$ cat src/rtl/led_pattern_engine.sv
// led_pattern_engine: N-channel LED driver with a programmable tick rate,
// PWM brightness, per-channel invert and three patterns (binary count,
// blink-all, breathe). The LED drive and the tick pulse are registered.
module led_pattern_engine #(
  parameter int NUM_LEDS    = 8,
  parameter int TICK_CYCLES = 50000000,
  parameter int PWM_WIDTH   = 4
) (
  input  logic                 clk_a,
  input  logic                 rst_a_n,
  input  logic                 enable,
  input  logic [1:0]           mode,
  input  logic [PWM_WIDTH-1:0] brightness,
  input  logic [NUM_LEDS-1:0]  invert,
  output logic                 tick,
  output logic [NUM_LEDS-1:0]  led
);

  typedef enum logic [1:0] {
    MODE_OFF     = 2'd0,
    MODE_COUNT   = 2'd1,
    MODE_BLINK   = 2'd2,
    MODE_BREATHE = 2'd3
  } mode_t;

  typedef enum logic {
    RAMP_UP   = 1'b0,
    RAMP_DOWN = 1'b1
  } breathe_state_t;

  localparam int                   PRE_W   = $clog2(TICK_CYCLES);
  localparam logic [PRE_W-1:0]     PRE_MAX = PRE_W'(TICK_CYCLES - 1);
  localparam logic [PWM_WIDTH-1:0] LVL_ONE = PWM_WIDTH'(1);

  logic [PRE_W-1:0]     prescaler;
  logic [NUM_LEDS-1:0]  step;
  logic [PWM_WIDTH-1:0] pwm_cnt;
  logic [PWM_WIDTH-1:0] level;
  logic [PWM_WIDTH-1:0] level_d;
  logic [1:0]           mode_q;
  breathe_state_t       state, state_d;

  logic                 running;
  logic                 clear;
  logic                 tick_event;
  logic [PWM_WIDTH-1:0] duty;
  logic                 pwm_on;
  logic [NUM_LEDS-1:0]  pattern;
  logic [NUM_LEDS-1:0]  led_d;
  logic [PWM_WIDTH:0]   level_inc;

  // A mode change or a dropped enable restarts the pattern from scratch;
  // the tick that would have fired in that cycle is swallowed.
  assign running    = enable && (mode != MODE_OFF);
  assign clear      = !enable || (mode != mode_q);
  assign tick_event = !clear && running && (prescaler == PRE_MAX);

  // Prescaler, pattern step, mode history and the registered tick pulse.
  // NOTE: every flop resets asynchronously and all state updates use <=, so
  // reads in the same edge see the pre-edge values regardless of block order.
  always_ff @(posedge clk_a or negedge rst_a_n) begin
    if (!rst_a_n) begin
      prescaler <= '0;
      step      <= '0;
      mode_q    <= '0;
      tick      <= 1'b0;
    end else begin
      mode_q <= mode;
      tick   <= tick_event;
      if (clear) begin
        prescaler <= '0;
        step      <= '0;
      end else if (running) begin
        prescaler <= (prescaler == PRE_MAX) ? '0 : prescaler + PRE_W'(1);
        if (tick_event) step <= step + NUM_LEDS'(1);
      end
    end
  end

  // Free-running PWM phase counter; wraps naturally at its width.
  always_ff @(posedge clk_a or negedge rst_a_n) begin
    if (!rst_a_n) pwm_cnt <= '0;
    else          pwm_cnt <= pwm_cnt + PWM_WIDTH'(1);
  end

  // Breathe state register.
  always_ff @(posedge clk_a or negedge rst_a_n) begin
    if (!rst_a_n) begin
      state <= RAMP_UP;
      level <= '0;
    end else begin
      state <= state_d;
      level <= level_d;
    end
  end

  // Breathe next-state: clear, then zero ceiling, then clamp, then the ramp.
  // NOTE: defaults are assigned first so no path through this block leaves a
  // variable unassigned, which would otherwise infer a latch.
  always_comb begin
    state_d   = state;
    level_d   = level;
    level_inc = {1'b0, level} + {{PWM_WIDTH{1'b0}}, 1'b1};
    if (clear) begin
      state_d = RAMP_UP;
      level_d = '0;
    end else if (brightness == '0) begin
      state_d = RAMP_UP;
      level_d = '0;
    end else if (level > brightness) begin
      state_d = RAMP_DOWN;
      level_d = brightness;
    end else if (tick_event && (mode == MODE_BREATHE)) begin
      case (state)
        RAMP_UP: begin
          if (level_inc >= {1'b0, brightness}) begin
            level_d = brightness;
            state_d = RAMP_DOWN;
          end else begin
            level_d = level + LVL_ONE;
          end
        end
        RAMP_DOWN: begin
          if (level <= LVL_ONE) begin
            level_d = '0;
            state_d = RAMP_UP;
          end else begin
            level_d = level - LVL_ONE;
          end
        end
        default: begin
          level_d = '0;
          state_d = RAMP_UP;
        end
      endcase
    end
  end

  // Duty selection, PWM comparison and the per-mode pattern.
  always_comb begin
    duty    = (mode == MODE_BREATHE) ? level : brightness;
    pwm_on  = (duty == '1) || (pwm_cnt < duty);
    pattern = '0;
    case (mode)
      MODE_COUNT:   pattern = step;
      MODE_BLINK:   pattern = {NUM_LEDS{step[0]}};
      MODE_BREATHE: pattern = '1;
      default:      pattern = '0;
    endcase
    led_d = (running && pwm_on) ? (pattern ^ invert) : '0;
  end

  // Registered LED drive; invert only acts during the PWM on phase.
  always_ff @(posedge clk_a or negedge rst_a_n) begin
    if (!rst_a_n) led <= '0;
    else          led <= led_d;
  end

endmodule

$ cat config.mk
export PLATFORM = sky130hd
export DESIGN_NAME = led_pattern_engine
export DESIGN_NICKNAME = d
export VERILOG_FILES = /design/src/rtl/led_pattern_engine.sv
export SDC_FILE = /design/constraint.sdc
export NUM_CORES = 1
export LEC_CHECK = 0
export CORE_MARGIN = 4
export CORE_UTILIZATION = 30
export CTS_BUF_LIST = sky130_fd_sc_hd__clkbuf_4 sky130_fd_sc_hd__clkbuf_8
export DETAILED_ROUTE_END_ITERATION = 6
export PLACE_DENSITY_LB_ADDON = 0.1
export SKIP_LAST_GASP = 1
export SYNTH_ARGS = -nofsm -noshare
export SYNTH_HDL_FRONTEND = slang
export SYNTH_SLANG_ARGS = --single-unit
$ cat constraint.sdc
create_clock -name clk_a -period 2.9 [get_ports clk_a]
set_clock_uncertainty 0.05 [all_clocks]
set_input_delay 0.58 -clock clk_a [delete_from_list [all_inputs] [get_ports clk_a]]
set_output_delay 0.58 -clock clk_a [all_outputs]
set_load 0.01 [all_outputs]
==> Yosys cells after proc, flatten, opt, wreduce, memory -nomap -nowiden <==
Cells that the tools add are included.
{ "classes": {"n_addsub": 6, "n_lt_le_gt_ge": 4, "n_eq_ne": 6, "mux": 23, "bitwise": 2, "n_reduce_logical": 15} }
{ "op_table": {"columns": ["op", "n"], "rows": [
  ["2-to-1 mux 26 bit", 3],
  ["2-to-1 mux 8 bit", 4],
  ["2-to-1 mux 4 bit", 7],
  ["adder 26 x 1 -> 26 bit (second input constant)", 1],
  ["equality test 26 bit (second input constant)", 1],
  ["case mux 8 bit (3 select lines)", 1],
  ["adder 4 x 1 -> 4 bit (second input constant)", 2],
  ["adder 8 x 1 -> 8 bit (second input constant)", 1],
  ["case mux 4 bit (2 select lines)", 1],
  ["bitwise XOR 8 bit", 1],
  ["2-to-1 mux 1 bit", 6],
  ["nonzero test 2 bit", 3],
  ["adder 4 x 1 -> 5 bit (second input constant)", 1],
  [">= comparator 5 x 4 -> 1 bit", 1],
  ["logical AND 1 bit", 5],
  ["equality test 2 bit (second input constant)", 2],
  ["equality test 4 bit (second input constant)", 1],
  ["> comparator 4 bit", 1],
  ["<= comparator 4 x 1 -> 1 bit (second input constant)", 1],
  ["logical NOT 4 bit", 1],
  ["< comparator 4 bit", 1],
  ["nonzero test 4 bit", 1],
  ["subtractor 4 x 1 -> 4 bit (second input constant)", 1],
  ["equality test 2 x 1 -> 1 bit (second input constant)", 1],
  ["6 further kinds", 8]
]} }
{ "word_totals": {"regBits": 54, "input_bits": 17, "output_inout_bits": 9, "elab_cells": 64} }

==> Depth between registers and ports, before layout <==
{ "logic_depth": {"ltp_word": 10, "depth_mapped": 9, "depth_no_buf": 8} }

==> Worst setup path after synthesis <==
OpenSTA, ideal clock, no wires.
{ "synth_timing": {"path_type": "register to register", "from": "register level[2]", "to": "register level[1]", "setup_time_ns": 0.134, "t_arrival_ns": 2.057, "required_ns": 2.716, "path_slack_ns": 0.659, "path_stages_with_launch": 10, "n_path_buf": 1, "synth_period_minus_slack_ns": 2.241, "path_cell_list": "dfrtp_1 clkbuf_1 nand3_1 xnor2_1 ha_1 or3_1 o22a_1 o21ai_0 o2bb2a_2 o22ai_1"} }
{ "synth_between": {"elab_chain_cells": 8, "elab_cells_between_ends": 12, "classes_between": "add/sub: 1; order compare: 3; mux: 7; reduce/logical: 1"} }
{ "synth_rtl": {"columns": ["element", "line_no", "source"], "rows": [
  ["from (decl)", "38", "logic [PWM_WIDTH-1:0] level;"],
  ["from (signal assigned)", "93", "level <= level_d;"],
  ["adder 4 x 1 -> 5 bit", "103", "level_inc = {1'b0, level} + {{PWM_WIDTH{1'b0}}, 1'b1};"],
  [">= comparator 5 x 4 -> 1 bit", "116", "if (level_inc >= {1'b0, brightness}) begin"],
  ["2-to-1 mux 4 bit", "116", null],
  ["case mux 4 bit (2 select lines)", "114", "case (state)"],
  ["2-to-1 mux 4 bit", "113", "end else if (tick_event && (mode == MODE_BREATHE)) begin"],
  ["2-to-1 mux 4 bit", "110", "end else if (level > brightness) begin"],
  ["2-to-1 mux 4 bit", "107", "end else if (brightness == '0) begin"],
  ["2-to-1 mux 4 bit", "104", "if (clear) begin"]
]} }
Several ways; a longest one is shown, not always the timed one. The select of a mux whose other input is x is not followed.
A chain may end at the register's enable or synchronous reset.

==> Worst setup path after layout <==
{ "layout_timing": {"from": "register level[0]", "to": "register level[1]"} }
The elaborated chain is that of the path after synthesis.

==> results.py <==
metrics = {
    "outcome": {
        "status": "complete, no violations",
    },
    "sta": {
        "hold_viol": 0,
        "fmax_mhz": 398.0,
        "fin_crit_sh_pct": 86.64,
        "period_needed_ps": 2513,
        "finalSetupTns_ps": 0,
        "tightest_slew_ps": 691.5,
        "maxSlewHeadroom_pct": 53.90,
        "final_max_slew_viol_count": 0,
        "finalSetupViolations": 0,
        "grt_setup_unrepaired": "no",
    },
    "pwr": {
        "p_per_area_nw_per_um2": 338.5,
        "seqPwrFrac_pct": 55.5,
        "ir_worst_vdd_mv": 0.1706,
        "p_switching_uw": 367.4,
        "combPwrFrac_pct": 13.6,
        "power_frac_clock_pct": 30.8,
        "power.internal_mw": 1.015,
        "p_leak_nw": 1.844,
        "power.share.switching_pct": 26.58,
    },
    "drt": {
        "ant_nets": 0,
        "via_per_inst": 5.266,
        "routed_wl_um": 8636,
        "vias": 2928,
        "drtPass1Iterations": 4,
        "avgRoutedWirePerCell_um": 15.53,
        "drc": 0,
        "drt_first_iter_violations": 116,
    },
    "setup_path": {
        "cp-end-kind": "flip-flop",
        "crit_top_cell": "ha_1",
        "startpoint_type": "flip-flop",
        "max_stage_delay_ps": 510,
        "crit_fanout": 7,
        "required_ps": 3090,
        "crit_buf_inv": 1,
        "crit_chain": "inv_1 -> ha_1 -> ha_1 -> a21boi_0 -> o22a_1 -> o21ai_0 -> o2bb2a_2 -> o22ai_1",
        "cp_slowest_cell": "dfrtp_1",
        "cp.arrival_ps": 2700,
        "critical_path.top_delay_family": "compound AO/OA/AOI/OAI gates",
        "critPathKind": "reg2reg",
    },
    "grt": {
        "grt_pass1_vias": 2963,
        "grt_max_degree": 34,
        "grt_first_pass_wirelength_um": 15190,
        "overflow": 0,
        "use_met1_pct": 20.10,
        "grt_use_met3_pct": 2.176,
        "track_usage_pct": 13.77,
        "antenna_found_initial": 0,
        "grt-busiest-layer": "met2",
        "met2_usage_pct": 21.62,
    },
    "synth": {
        "async_flop_share_pct": 100.0,
        "syn_inst": 381,
        "synth_area_um2": 3522,
        "synth-seq-area-share_pct": 38.37,
        "syn-num-nets": 415,
        "synth_area_leader_cell": "dfrtp_1",
        "post-synth-top-count-cell": "dfrtp_1",
        "synth_top_area_share_pct": 38.37,
        "synth-edff-count": 0,
        "synth_common_cells": "dfrtp_1 (54), nand2_1 (33), a21oi_1 (30)",
        "ys_seq_elements": 54,
        "avgSynthCellArea_um2": 9.244,
        "ys.flop_type": "dfrtp_1",
        "yosysWarnings": 0,
        "ys_top_cells_by_area": "dfrtp_1 (38%), ha_1 (6.0%), a21oi_1 (4.3%), o21ai_0 (3.7%), nand2_1 (3.5%)",
        "synth.distinct_cells": 66,
    },
    "layout": {
        "nNetsFinal": 447,
        "syn_to_final_growth_pct": 15.95,
        "antennaDiodeCount": 0,
        "fin_util_pct": 35.61,
        "drive_above_1_share_pct": 10.17,
    },
    "cts": {
        "cts-root-buf": "clkbuf_8",
        "cts_buffers": 5,
        "cts_setup_buffers": 0,
        "cts_buffer_depth": 2,
        "clk-insertion-delay-late_ps": 310,
        "cts_tree": "done",
        "clkSinkCount": 54,
        "holdBufCountCts": 0,
        "h-tree-depth": 2,
        "clk_pin_slew_ps": 110,
        "cts_resized": 0,
    },
    "die": {
        "die_width_um": 116.4,
        "ios": 26,
        "die-height_um": 116.4,
        "die-area_um2": 13540,
        "rows": 39,
        "core-area_um2": 11470,
        "floorplan.initialDensity_pct": 30.71,
    },
    "placed_design": {
        "hpwl_um": 6330,
        "io_buffer_count": 25,
        "place.gp.congestion": 0.8505,
    },
    "worst_hold_path": {
        "hp-class": "in2async",
    },
    "flow_run": {
        "max_cap_viol_count": 0,
    },
}
## placed cells by master (no fill, tap or decap), types with 3 or more instances in the layout
| master | Yosys | layout |
|---|---|---|
| a21o_1 | 6 | 6 |
| a21oi_1 | 30 | 30 |
| a22o_1 | 4 | 4 |
| a31oi_1 | 11 | 11 |
| and2_1 | 6 | 6 |
| and3_1 | 12 | 12 |
| and4_1 | 5 | 5 |
| buf_4 | 2 | 15 |
| clkbuf_8 | 0 | 5 |
| clkdlybuf4s50_1 | 0 | 24 |
| dfrtp_1 | 54 | 54 |
| ha_1 | 17 | 17 |
| inv_1 | 16 | 16 |
| mux2i_1 | 8 | 8 |
| nand2_1 | 33 | 33 |
| nand3_1 | 16 | 16 |
| nand4_1 | 15 | 15 |
| nor2_1 | 18 | 18 |
| nor2b_1 | 3 | 3 |
| nor3_1 | 7 | 7 |
| o21ai_0 | 26 | 26 |
| o22ai_1 | 5 | 5 |
| o31ai_1 | 3 | 3 |
| or3_1 | 4 | 4 |
| xnor2_1 | 4 | 4 |
| xor2_1 | 12 | 12 |
## through the flow
stage               cells  setup WS (ps)  instance area (um2)  power [mW]  hold WS, ps
global route          556          261.0                 4084       1.464        297.7
floorplan             381          659.4                 3522      0.8816        234.4
finish                556          387.4                 4084       1.382        245.5
CTS                   556          474.7                 4084       1.405        269.4
global placement      549          190.9                 4001      0.9733        403.6
detailed placement    549          182.2                 4001      0.9735        408.7
## logic make-up (layout without fill, tap and decap cells)
group	count (synthesis)	in the layout	synth area share (%)
flip-flops	54	54	38.37
buffers and inverters	33	65	4.476
multiplexers	8	8	2.274
AND/OR/NAND/NOR	140	140	23.66
adder cells (fa/ha/maj)	17	17	6.039
XOR/XNOR	17	17	4.440
AO/OA/AOI/OAI	112	112	20.75
## final timing paths
kind	from	end	cells past startpoint	slack (ps)
setup / recovery	level[0]$_DFFE_PN0P_	level[1]$_DFFE_PN0P_	8	390
hold / removal	rst_a_n	led[4]$_DFF_PN0_	1	250
setup reg to reg	level[0]$_DFFE_PN0P_	level[1]$_DFFE_PN0P_	8	390
hold reg to reg	prescaler[25]$_DFFE_PN0P_	prescaler[25]$_DFFE_PN0P_	1	420
max in group asynchronous	rst_a_n	prescaler[15]$_DFFE_PN0P_	2	1950
min in group clk_a	prescaler[25]$_DFFE_PN0P_	prescaler[25]$_DFFE_PN0P_	1	420
## power groups by stage
stage / sequential (mW) / clock (mW) / combinational, mW
3_5_place_dp: 0.782 / 0 / 0.191
3_3_place_gp: 0.782 / 0 / 0.191
2_1_floorplan: 0.787 / 0 / 0.0950
6_report: 0.767 / 0.426 / 0.189
5_1_grt: 0.769 / 0.482 / 0.213
4_1_cts: 0.768 / 0.445 / 0.192
## state kept, by name, indices dropped and copies added (netlist names)
| signal | count |
|---|---|
| state | 1 |
| mode_q | 2 |
| level | 4 |
| step | 8 |
| prescaler | 26 |
| pwm_cnt | 4 |
| led | 8 |
| tick | 1 |
## cell type report
| type | count | area, um2 |
|---|---|---|
| clock buffer | 5 | 68.82 |
| clock inverter | 2 | 13.76 |
| fill | 1189 | 7383 |
| inverter | 16 | 60.06 |
| multi-input combinational | 294 | 2013 |
| sequential | 54 | 1351 |
| tap | 143 | 178.9 |
| timing repair buffer | 42 | 397.9 |
## worst register-to-register path, delay by kind of cell (launching register included)
| family | cells | cell delay, ps |
|---|---|---|
| adder cells (fa/ha/maj) | 2 | 670 |
| AO/OA/AOI/OAI | 5 | 1090 |
| buffers and inverters | 1 | 130 |
| flip-flops | 1 | 510 |
## routing by layer
| metal | wire length (um) | share of wire, % |
|---|---|---|
| met3 | 324 | 3.8 |
| met4 | 53 | 0.61 |
| met5 | 0 | 0 |
| met1 | 4391 | 51 |
| met2 | 3866 | 45 |
(Power assumes the default switching activity.)
==> RTL edit: new RTL, config.mk and constraints unchanged <==
`NUM_LEDS`: 8 -> 9.
--- a/src/rtl/led_pattern_engine.sv
+++ b/src/rtl/led_pattern_engine.sv
@@ -3,5 +3,5 @@
 // blink-all, breathe). The LED drive and the tick pulse are registered.
 module led_pattern_engine #(
-  parameter int NUM_LEDS    = 8,
+  parameter int NUM_LEDS    = 9,
   parameter int TICK_CYCLES = 50000000,
   parameter int PWM_WIDTH   = 4
Interface: changed (resized invert and led); port bits go from 26 to 28. The function was not compared with the original's and may differ.
==> RTL edit against the unedited design <==
Sequential share of layout area is 2.4 points higher; critical endpoint is now level[0]$_DFFE_PN0P_; sequential cell count is 2 higher; cell count is 1.6% lower; worst setup slack worse by 0.075 ns; power is 4.8% higher; largest cell class unchanged; final area is 3.3% lower; routed wire length is 4.3% lower; clock power is 7.7% higher; die area is 3.2% lower; area after synthesis is 3.4% lower.
==> RTL edit: results (changes against the unedited design) <==
Placed design
  • Placed cells: 539 (-1.8%)
  • DP Worst Slack: -0.00426 ns (-0.187 ns)
  • Placer Congestion: 0.842 (-0.99%)
  • # port buffers: 27 (+8.0%)
  • Hpwl dp: 5940 um (-6.2%)

GRT
  • Antenna violations before repair: 0 (unchanged)
  • Global-route wire length before repair: 14,100 um (-7.2%)
  • Largest net degree at the start of global routing: 31 (-8.8%)
  • Total GRT Usage: 0.133 (-0.00479)

Detailed routing
  • Iter 0 DRT Violations: 100 (-14%)
  • Drt first pass iters: 4 (unchanged)
  • Routed vias: 2,841 (-3.0%)
  • Routed length per placed instance: 15.1 um (-2.7%)

CTS
  • CTS Hold Bufs: 0 (unchanged)
  • Postcts setup bufs: 0 (unchanged)
  • Post-CTS sizing: 0 (unchanged)
  • Htree depth: 2 (unchanged)
  • CTS Root Cell: clkbuf_8
  • Num CTS Buffers: 5 (unchanged)
  • Skew-Pair Late Insertion Delay: around 0.32 ns
  • CTS clk-pin slew, worst paths: 0.11 ns (about the same)
  • CTS max path bufs: 2 (unchanged)

Finish
  • Layout Cells excl Fill: 547 (-1.6%)
  • Layout cells sized above 1: 0.0811 (-0.0206)
  • # diodes: 0 (unchanged)
  • Final #Nets: 441 (-1.3%)
  • Largest registers: prescaler: 26 flops, led: 9 flops, step: 9 flops

Logic synthesis
  • Top FF cell, synth: dfrtp_1
  • Post-synthesis cell type count: 49 (-26%)
  • Syn nets: 411 (-0.96%)
  • Commonest cells in the netlist: dfrtp_1 (56), o21ai_0 (31), a21oi_1 (29), nand2_1 (28), nor2_1 (28)
  • Register area share after synthesis: 0.412 (+0.0284)
  • Share of flip-flops with an asynchronous set or reset: 1.00 (unchanged)
  • YS warnings: 0 (unchanged)
  • Average size of a mapped cell: 9.04 um^2 (-2.2%)
  • Ranking of synthesized cells by area: dfrtp_1 (41%), ha_1 (6.3%), o21ai_0 (4.6%)

Run status
  • Outcome: finished, final reports clean

Power
  • Leakage: 1.65 nW (-10%)
  • Worst vdd ir: 188 uV (+10%)
  • Int Pwr: 0.00105 W (+3.5%)

Setup path
  • Worst Path Arrival: 2.80 ns (+0.10 ns)
  • Source of the critical timing path: level[0]$_DFFE_PN0P_
  • CP max FO: 10 (+3)
  • Critical path's slowest cell: dfrtp_1
  • Worst R2R Start: level[0]$_DFFE_PN0P_
  • Max incr delay on CP: 0.57 ns (+0.06 ns)

Hold path
  • Hold Path Class: in2async

STA
  • Slew headroom: 0.496 (-0.0429)
[RTL edit: cell count changes in the layout (fill, tap and decap cells not counted), moves of 5 or more]
cell,delta
xor2_1,+5
and3_1,-5
nand3_1,+6
a21o_1,-5
nand2_1,-5
o21ai_0,+5
nor2_1,+10
[RTL edit: area by class of cell]
| type | instances | area, um^2 |
|---|---|---|
| inverters | 20 | 75.1 |
| repair buffers | 40 | 388 |
| fillers | 1116 | 7030 |
| well taps | 140 | 175 |
| clock buffers | 5 | 68.8 |
| flip-flops and latches | 56 | 1400 |
| clock inverters | 3 | 23.8 |
| multi-input cells | 283 | 1820 |
[RTL edit: kinds of logic after synthesis]
| family | synth area share |
|---|---|
| compound gates | 0.177 |
| xor+xnor | 0.0567 |
| fa+ha+maj | 0.0655 |
| buf+inv | 0.0533 |
| flops | 0.412 |
| mux | 0.0206 |
| simple gates | 0.215 |
[RTL edit: path summary, 6_finish.rpt]
kind / cells past startpoint / to / slack, ns
setup / recovery: 9 / level[0]$_DFFE_PN0P_ / 0.31
hold / removal: 1 / level[1]$_DFFE_PN0P_ / 0.23
setup reg to reg: 9 / level[0]$_DFFE_PN0P_ / 0.31
hold reg to reg: 1 / pwm_cnt[0]$_DFF_PN0_ / 0.42
max in group asynchronous: 2 / prescaler[0]$_DFFE_PN0P_ / 1.96
min in group clk_a: 1 / pwm_cnt[0]$_DFF_PN0_ / 0.42
[RTL edit: power groups by stage]
stage	sequential (W)	clock [W]	combinational, W
2_1_floorplan	0.000819	0	0.0000962
3_3_place_gp	0.000814	0	0.000192
3_5_place_dp	0.000814	0	0.000194
4_1_cts	0.000799	0.000478	0.000194
5_1_grt	0.000801	0.000507	0.000214
6_report	0.000799	0.000459	0.000191
[RTL edit: through the flow]
step	setup TNS (ns)	cell area (um^2)	util
floorplan	0	3400	-
global placement	0	3860	0.351
detailed placement	-0.00426	3860	0.351
CTS	0	3950	0.360
global route	0	3950	0.360
finish	0	3950	0.360
[RTL edit: per-layer routing]
layer | global-route usage | wire [um] | up-vias
met5 | 0 | 0 | -
met4 | 0.0261 | 80 | 0
met3 | 0.0259 | 282 | 7
met2 | 0.219 | 3790 | 43
met1 | 0.182 | 4110 | 1372
li1 | - | - | 1419
[RTL edit: worst max-delay path, delay by kind of cell (launching register included)]
kind | cells | cell delay, ns
AO/OA/AOI/OAI | 4 | 0.78
adder cells (fa/ha/maj) | 2 | 0.56
buffers and inverters | 1 | 0.12
flip-flops | 1 | 0.57
AND/OR/NAND/NOR | 2 | 0.45
